**config.mk**
```make
export PLATFORM = sky130hd
export DESIGN_NAME = key_decoder
export DESIGN_NICKNAME = d
export VERILOG_FILES = /design/src/rtl/key_decoder.sv
export SDC_FILE = /design/constraint.sdc
export NUM_CORES = 1
export LEC_CHECK = 0
export ABC_AREA = 1
export BUFFER_PORTS_ARGS = -buffer_cell sky130_fd_sc_hd__clkbuf_2
export CAP_MARGIN = 20
export CORE_MARGIN = 2
export CORE_UTILIZATION = 30
export DETAILED_ROUTE_END_ITERATION = 8
export PLACE_DENSITY = 0.56
export REMOVE_ABC_BUFFERS = 1
export SETUP_SLACK_MARGIN = 0.15
export SLEW_MARGIN = 20
export SYNTH_ARGS = -nofsm -noshare
export SYNTH_HDL_FRONTEND = slang
export SYNTH_SLANG_ARGS = --single-unit
```
**constraint.sdc**
```tcl
create_clock -name clk -period 3.3 [get_ports clk]
set_input_delay 0 -clock clk [delete_from_list [all_inputs] [get_ports clk]]
set_output_delay 0 -clock clk [all_outputs]
set_load 0.01 [all_outputs]
```
**src/rtl/key_decoder.sv**
```systemverilog
// PS/2 set-2 scancode decoder for the OSD and floppy menu keys.
// Tracks held keys, generates typematic repeat pulses and one-shot F11/F12 strobes.
module key_decoder #(
  parameter logic [15:0] DELAY = 16'd500,
  parameter logic [15:0] RATE  = 16'd100
) (
  input  logic       clk,
  input  logic       reset,
  input  logic       ce,
  input  logic [7:0] scan_code,
  input  logic       scan_valid,
  output logic [5:0] keys,
  output logic [5:0] keys_pulse,
  output logic       osd_f11,
  output logic       osd_f12
);

  typedef enum logic [2:0] {IDLE, EXT, BRK, EXTBRK, SKIP} state_t;

  state_t     state_reg, state_next;
  logic [2:0] skip_reg, skip_next;
  logic       accept;
  logic       is_make, is_brk, is_ext;
  logic [5:0] hit, make_vec, brk_vec;
  logic       f11_hit, f12_hit, f11_held, f12_held;

  assign accept = ce & scan_valid;

  always_ff @(posedge clk or posedge reset) begin
    if (reset) begin
      state_reg <= IDLE;
      skip_reg  <= 3'd0;
    end else begin
      state_reg <= state_next;
      skip_reg  <= skip_next;
    end
  end

  always_comb begin
    state_next = state_reg;
    skip_next  = skip_reg;
    if (accept) begin
      case (state_reg)
        IDLE: begin
          if (scan_code == 8'hE0)      state_next = EXT;
          else if (scan_code == 8'hF0) state_next = BRK;
          else if (scan_code == 8'hE1) begin
            state_next = SKIP;
            skip_next  = 3'd7;
          end
        end
        EXT: begin
          if (scan_code == 8'hF0)                            state_next = EXTBRK;
          else if (scan_code != 8'hE0 && scan_code != 8'h12) state_next = IDLE;
        end
        BRK, EXTBRK: state_next = IDLE;
        SKIP: begin
          skip_next = skip_reg - 3'd1;
          if (skip_reg <= 3'd1) begin
            skip_next  = 3'd0;
            state_next = IDLE;
          end
        end
        default: state_next = IDLE;
      endcase
    end
  end

  // Classify the accepted byte as a make or break event, plain or extended.
  always_comb begin
    is_make = 1'b0;
    is_brk  = 1'b0;
    is_ext  = 1'b0;
    if (accept) begin
      case (state_reg)
        IDLE: is_make = !(scan_code inside {8'hE0, 8'hF0, 8'hE1, 8'hFA, 8'hAA,
                                            8'hEE, 8'hFE, 8'h00, 8'hFF});
        EXT: begin
          is_make = !(scan_code inside {8'hF0, 8'hE0, 8'h12});
          is_ext  = 1'b1;
        end
        BRK: is_brk = 1'b1;
        EXTBRK: begin
          is_brk = 1'b1;
          is_ext = 1'b1;
        end
        default: ;
      endcase
    end
  end

  always_comb begin
    hit = 6'b0;
    if (scan_code == 8'h5A) hit[0] = 1'b1;
    if (is_ext) begin
      case (scan_code)
        8'h72:   hit[1] = 1'b1;
        8'h75:   hit[2] = 1'b1;
        8'h74:   hit[3] = 1'b1;
        8'h6B:   hit[4] = 1'b1;
        default: ;
      endcase
    end else if (scan_code == 8'h76) begin
      hit[5] = 1'b1;
    end
  end

  assign f11_hit  = !is_ext && scan_code == 8'h78;
  assign f12_hit  = !is_ext && scan_code == 8'h07;
  assign make_vec = is_make ? hit : 6'b0;
  assign brk_vec  = is_brk  ? hit : 6'b0;

  always_ff @(posedge clk or posedge reset) begin
    if (reset) begin
      osd_f11  <= 1'b0;
      osd_f12  <= 1'b0;
      f11_held <= 1'b0;
      f12_held <= 1'b0;
    end else if (!ce) begin
      osd_f11 <= 1'b0;
      osd_f12 <= 1'b0;
    end else begin
      osd_f11 <= is_make && f11_hit && !f11_held;
      osd_f12 <= is_make && f12_hit && !f12_held;
      if (is_make && f11_hit)     f11_held <= 1'b1;
      else if (is_brk && f11_hit) f11_held <= 1'b0;
      if (is_make && f12_hit)     f12_held <= 1'b1;
      else if (is_brk && f12_hit) f12_held <= 1'b0;
    end
  end

  genvar gi;
  generate
    for (gi = 0; gi < 6; gi++) begin : g_key
      logic        key_reg, key_next, pulse_reg;
      logic [15:0] cnt_reg;

      assign key_next       = (key_reg | make_vec[gi]) & ~brk_vec[gi];
      assign keys[gi]       = key_reg;
      assign keys_pulse[gi] = pulse_reg;

      // A release wins over a coincident expiry; a repeated make just keeps counting.
      always_ff @(posedge clk or posedge reset) begin
        if (reset) begin
          key_reg   <= 1'b0;
          pulse_reg <= 1'b0;
          cnt_reg   <= 16'd0;
        end else if (!ce) begin
          pulse_reg <= 1'b0;
        end else begin
          key_reg <= key_next;
          if (!key_next) begin
            cnt_reg   <= 16'd0;
            pulse_reg <= 1'b0;
          end else if (!key_reg) begin
            cnt_reg   <= DELAY;
            pulse_reg <= 1'b1;
          end else if (cnt_reg <= 16'd1) begin
            cnt_reg   <= RATE;
            pulse_reg <= 1'b1;
          end else begin
            cnt_reg   <= cnt_reg - 16'd1;
            pulse_reg <= 1'b0;
          end
        end
      end
    end
  endgenerate

endmodule

```
==> results.yml <==
logic_synthesis:
  synth_enable_flop_cells: 0
  netlist_top_cells_count: "sky130_fd_sc_hd__nand2_1 (367), sky130_fd_sc_hd__nor2_1 (201), sky130_fd_sc_hd__nand3_1 (134)"
  ys_ff_latch: 118
  ys_dominant_reg_cell: "sky130_fd_sc_hd__dfrtp_1"
  synth_seq_area_share_pct: 36.6
  synthesis.yosys.warnings: 0
  postSynth.asyncResetShare_pct: 100
  synth_top_area_share_pct: 36.6
  synthMostInstantiatedCell: "sky130_fd_sc_hd__nand2_1"
  postSynthCellCount: 1198
  avgSynthCellArea_um2: 6.74
  leading_cell_types_by_total_area_after_synthesis: "sky130_fd_sc_hd__dfrtp_1 (37%), sky130_fd_sc_hd__nand2_1 (17%), sky130_fd_sc_hd__nor2_1 (9.3%)"
  synth.cell_area_mm2: 0.00808
  netlist.top_cell.by_area: "sky130_fd_sc_hd__dfrtp_1"
  synth_cell_type_count: 44
cells_and_area:
  layout.core_utilization_pct: 34.1
  synthToLayoutAreaGrowth_pct: 12.7
  postLayoutCellArea_mm2: 0.00910
  max_reg_flops: 96
  nNetsFinal: 1236
  num_antenna_cells: 0
  final_layout_size_suffix_gt1_share_pct: 9.16
timing:
  timing.max_slew.rel_slack_pct: 32.5
  timing_hold_violations_final: 0
  share_of_the_cycle_needed_by_the_critical_path_after_routing_pct: 63.2
  fin_skew_ns: 0.0121
  finalMaxSlewViolations: 0
  timing_worst_slew_pin_value_ns: 1.01
  rsz_0062_raised_after_global_routing: "no"
  layout_min_cycle_time_ns: 2.09
  hold_slack_ns: 0.0639
  setup_viol: 0
  max_freq_mhz: 479
  final.setup.tns_ns: 0
route:
  detail_route.drc_violations: 0
  total_wire_length_mm: 19.3
  routedWlPerCell_um: 12.4
  drt-vias-per-instance: 4.64
  num_vias: 7256
  antenna_violating_nets_post_route: 0
  drt-pass1-iter-count: 5
  detail_route.iter0.violations: 497
outcome:
  run_status: "finished, final reports clean"
setup_path:
  reg2reg_to: "g_key[5].cnt_reg[3]"
  cp_data_arrival_time_ns: 2.39
  ff2ff_path_depth: 11
  rrSetupSlack_ns: 1.21
  critical_path.reg2reg.startpoint: "g_key[5].cnt_reg[0]"
  worst_ep_required_ns: 3.60
  critical_path.endpoint_type: "register"
  path_max_fanout: 11
  crit_path_start_kind: "register"
  setup.worst_path.class: "register to register"
floorplan:
  die_width_um: 168
  die-area_mm2: 0.0283
  fp.coreArea_mm2: 0.0267
  die_height_um: 168
  floorplan.io_pins: 26
  initial_standard_cell_utilization_of_the_core_pct: 30.2
  fp-row-count: 60
global_route:
  initial_antenna_violation_count: 0
  wire_length_of_the_first_global_routing_pass_mm: 33.5
  gr-usage-all-layers_pct: 14.3
  grt-ovfl-total: 0
  grt_start_max_net_pins: 63
  vias_in_the_first_global_route: 6949
worst_hold_path:
  worst_hold_startpoint: "ce"
  worstHoldEndpoint: "g_key[0].key_reg"
  whs_path_depth: 2
  worst_hold_path_type: "input pin to register"
run:
  timing.max_cap.violations: 0
place:
  gpl.final_weighted_congestion: 0.875
  postPlaceCellArea_mm2: 0.00840
  numPortBuffers: 25
  dp_hpwl_mm: 13.2
clock_tree:
  clock_root_buffer: "sky130_fd_sc_hd__clkbuf_16"
  h-tree-depth: 4
  tritoncts_clock_tree: "yes"
  clkSinkCount: 118
  clock_path_buffers: 2
  post_cts_resized: 0
  clk_pin_slew_worst_paths_ns: 0.06
  cts_made_buffers: 17
  clock_insertion_delay_worst_skew_ns: 0.42
power_and_ir_drop:
  p_per_area_mw_per_mm2: 634
  power.leakage_nw: 4.74
  worst_ir_drop_vdd_mv: 0.384
  power_mw: 5.77
## worst max path at each step
stage / from / end / slack (ns) / cells past startpoint
5_1_grt: g_key[0].cnt_reg[0] / g_key[0].cnt_reg[1] / 1.01 / 9
2_1_floorplan: ce / g_key[1].key_reg / 0.14 / 4
3_3_place_gp: g_key[5].cnt_reg[0] / g_key[5].cnt_reg[3] / 1.29 / 11
6_report: g_key[5].cnt_reg[0] / g_key[5].cnt_reg[3] / 1.21 / 11
4_1_cts: g_key[5].cnt_reg[0] / g_key[5].cnt_reg[3] / 1.19 / 11
3_5_place_dp: g_key[5].cnt_reg[0] / g_key[5].cnt_reg[3] / 1.20 / 11
## worst max-delay path, stage by stage, from the launching register on
cell and delay [ns]:
sky130_fd_sc_hd__dfrtp_1 0.40, sky130_fd_sc_hd__inv_1 0.08, sky130_fd_sc_hd__ha_1 0.18, sky130_fd_sc_hd__nand2_1 0.09
sky130_fd_sc_hd__nor2_1 0.33, sky130_fd_sc_hd__o21ai_0 0.19, sky130_fd_sc_hd__nand2_1 0.33, sky130_fd_sc_hd__inv_1 0.13
sky130_fd_sc_hd__nand2_1 0.08, sky130_fd_sc_hd__nor2_1 0.04, sky130_fd_sc_hd__nand3_1 0.07, sky130_fd_sc_hd__nand2_1 0.05
## stage by stage
stage	setup slack (ns)	instances
floorplan	0.140	1160
global placement	1.29	1531
detailed placement	1.20	1531
CTS	1.19	1564
global route	1.01	1564
finish	1.21	1564
## layout make-up
type	instances	area (µm²)
Fill cell	2824	17600
Multi-Input combinational cell	922	4400
Sequential cell	118	2950
Clock buffer	20	467
Inverter	120	454
Tap cell	341	427
Clock inverter	12	221
Timing Repair Buffer	31	185
## layer usage
metal | up-vias | wire, µm | GRT usage, %
met4 | 0 | 291 | 3.94
met2 | 95 | 9050 | 24.3
met3 | 20 | 569 | 3.06
li1 | 3813 | - | -
met1 | 3328 | 9430 | 18.6
met5 | - | 0 | 0
## logic make-up (layout without fill, tap and decap cells)
kind of cell	Yosys count	in the layout	share of synthesized area (%)
compound gates	81	81	5.75
fa+ha+maj	14	14	2.17
simple gates	790	790	42.5
flops	118	118	36.6
xor+xnor	37	37	4.01
buf+inv	158	183	9.02
## cells in the final DEF, fill, tap and decap left out, types with 12 or more instances in the layout
master | synthesis | final
sky130_fd_sc_hd__o21ai_0 | 45 | 45
sky130_fd_sc_hd__nor3_1 | 29 | 29
sky130_fd_sc_hd__ha_1 | 14 | 14
sky130_fd_sc_hd__clkbuf_16 | 0 | 17
sky130_fd_sc_hd__nand3_2 | 12 | 12
sky130_fd_sc_hd__nor2_1 | 201 | 201
sky130_fd_sc_hd__clkbuf_2 | 0 | 25
sky130_fd_sc_hd__dfrtp_1 | 118 | 118
sky130_fd_sc_hd__nand2_1 | 367 | 367
sky130_fd_sc_hd__inv_1 | 118 | 117
sky130_fd_sc_hd__xor2_1 | 32 | 32
sky130_fd_sc_hd__a21oi_1 | 16 | 16
sky130_fd_sc_hd__nand3_1 | 134 | 134
## power by group
group	internal, mW	leakage (nW)	switching (mW)
clock network	1.48	0.329	0.701
logic	0.592	2.82	1.18
registers	1.62	1.59	0.206
total	3.69	4.74	2.08
## what timing repair did
| item | in CTS | in global routing |
|---|---|---|
| endpoints found under the hold margin | 58 | 0 |
| setup buffers | 0 | 0 |
| hold buffers | 1 | 0 |
| endpoints found under the setup margin | 0 | 0 |
Note: power is estimated with default switching activity, not from simulation.
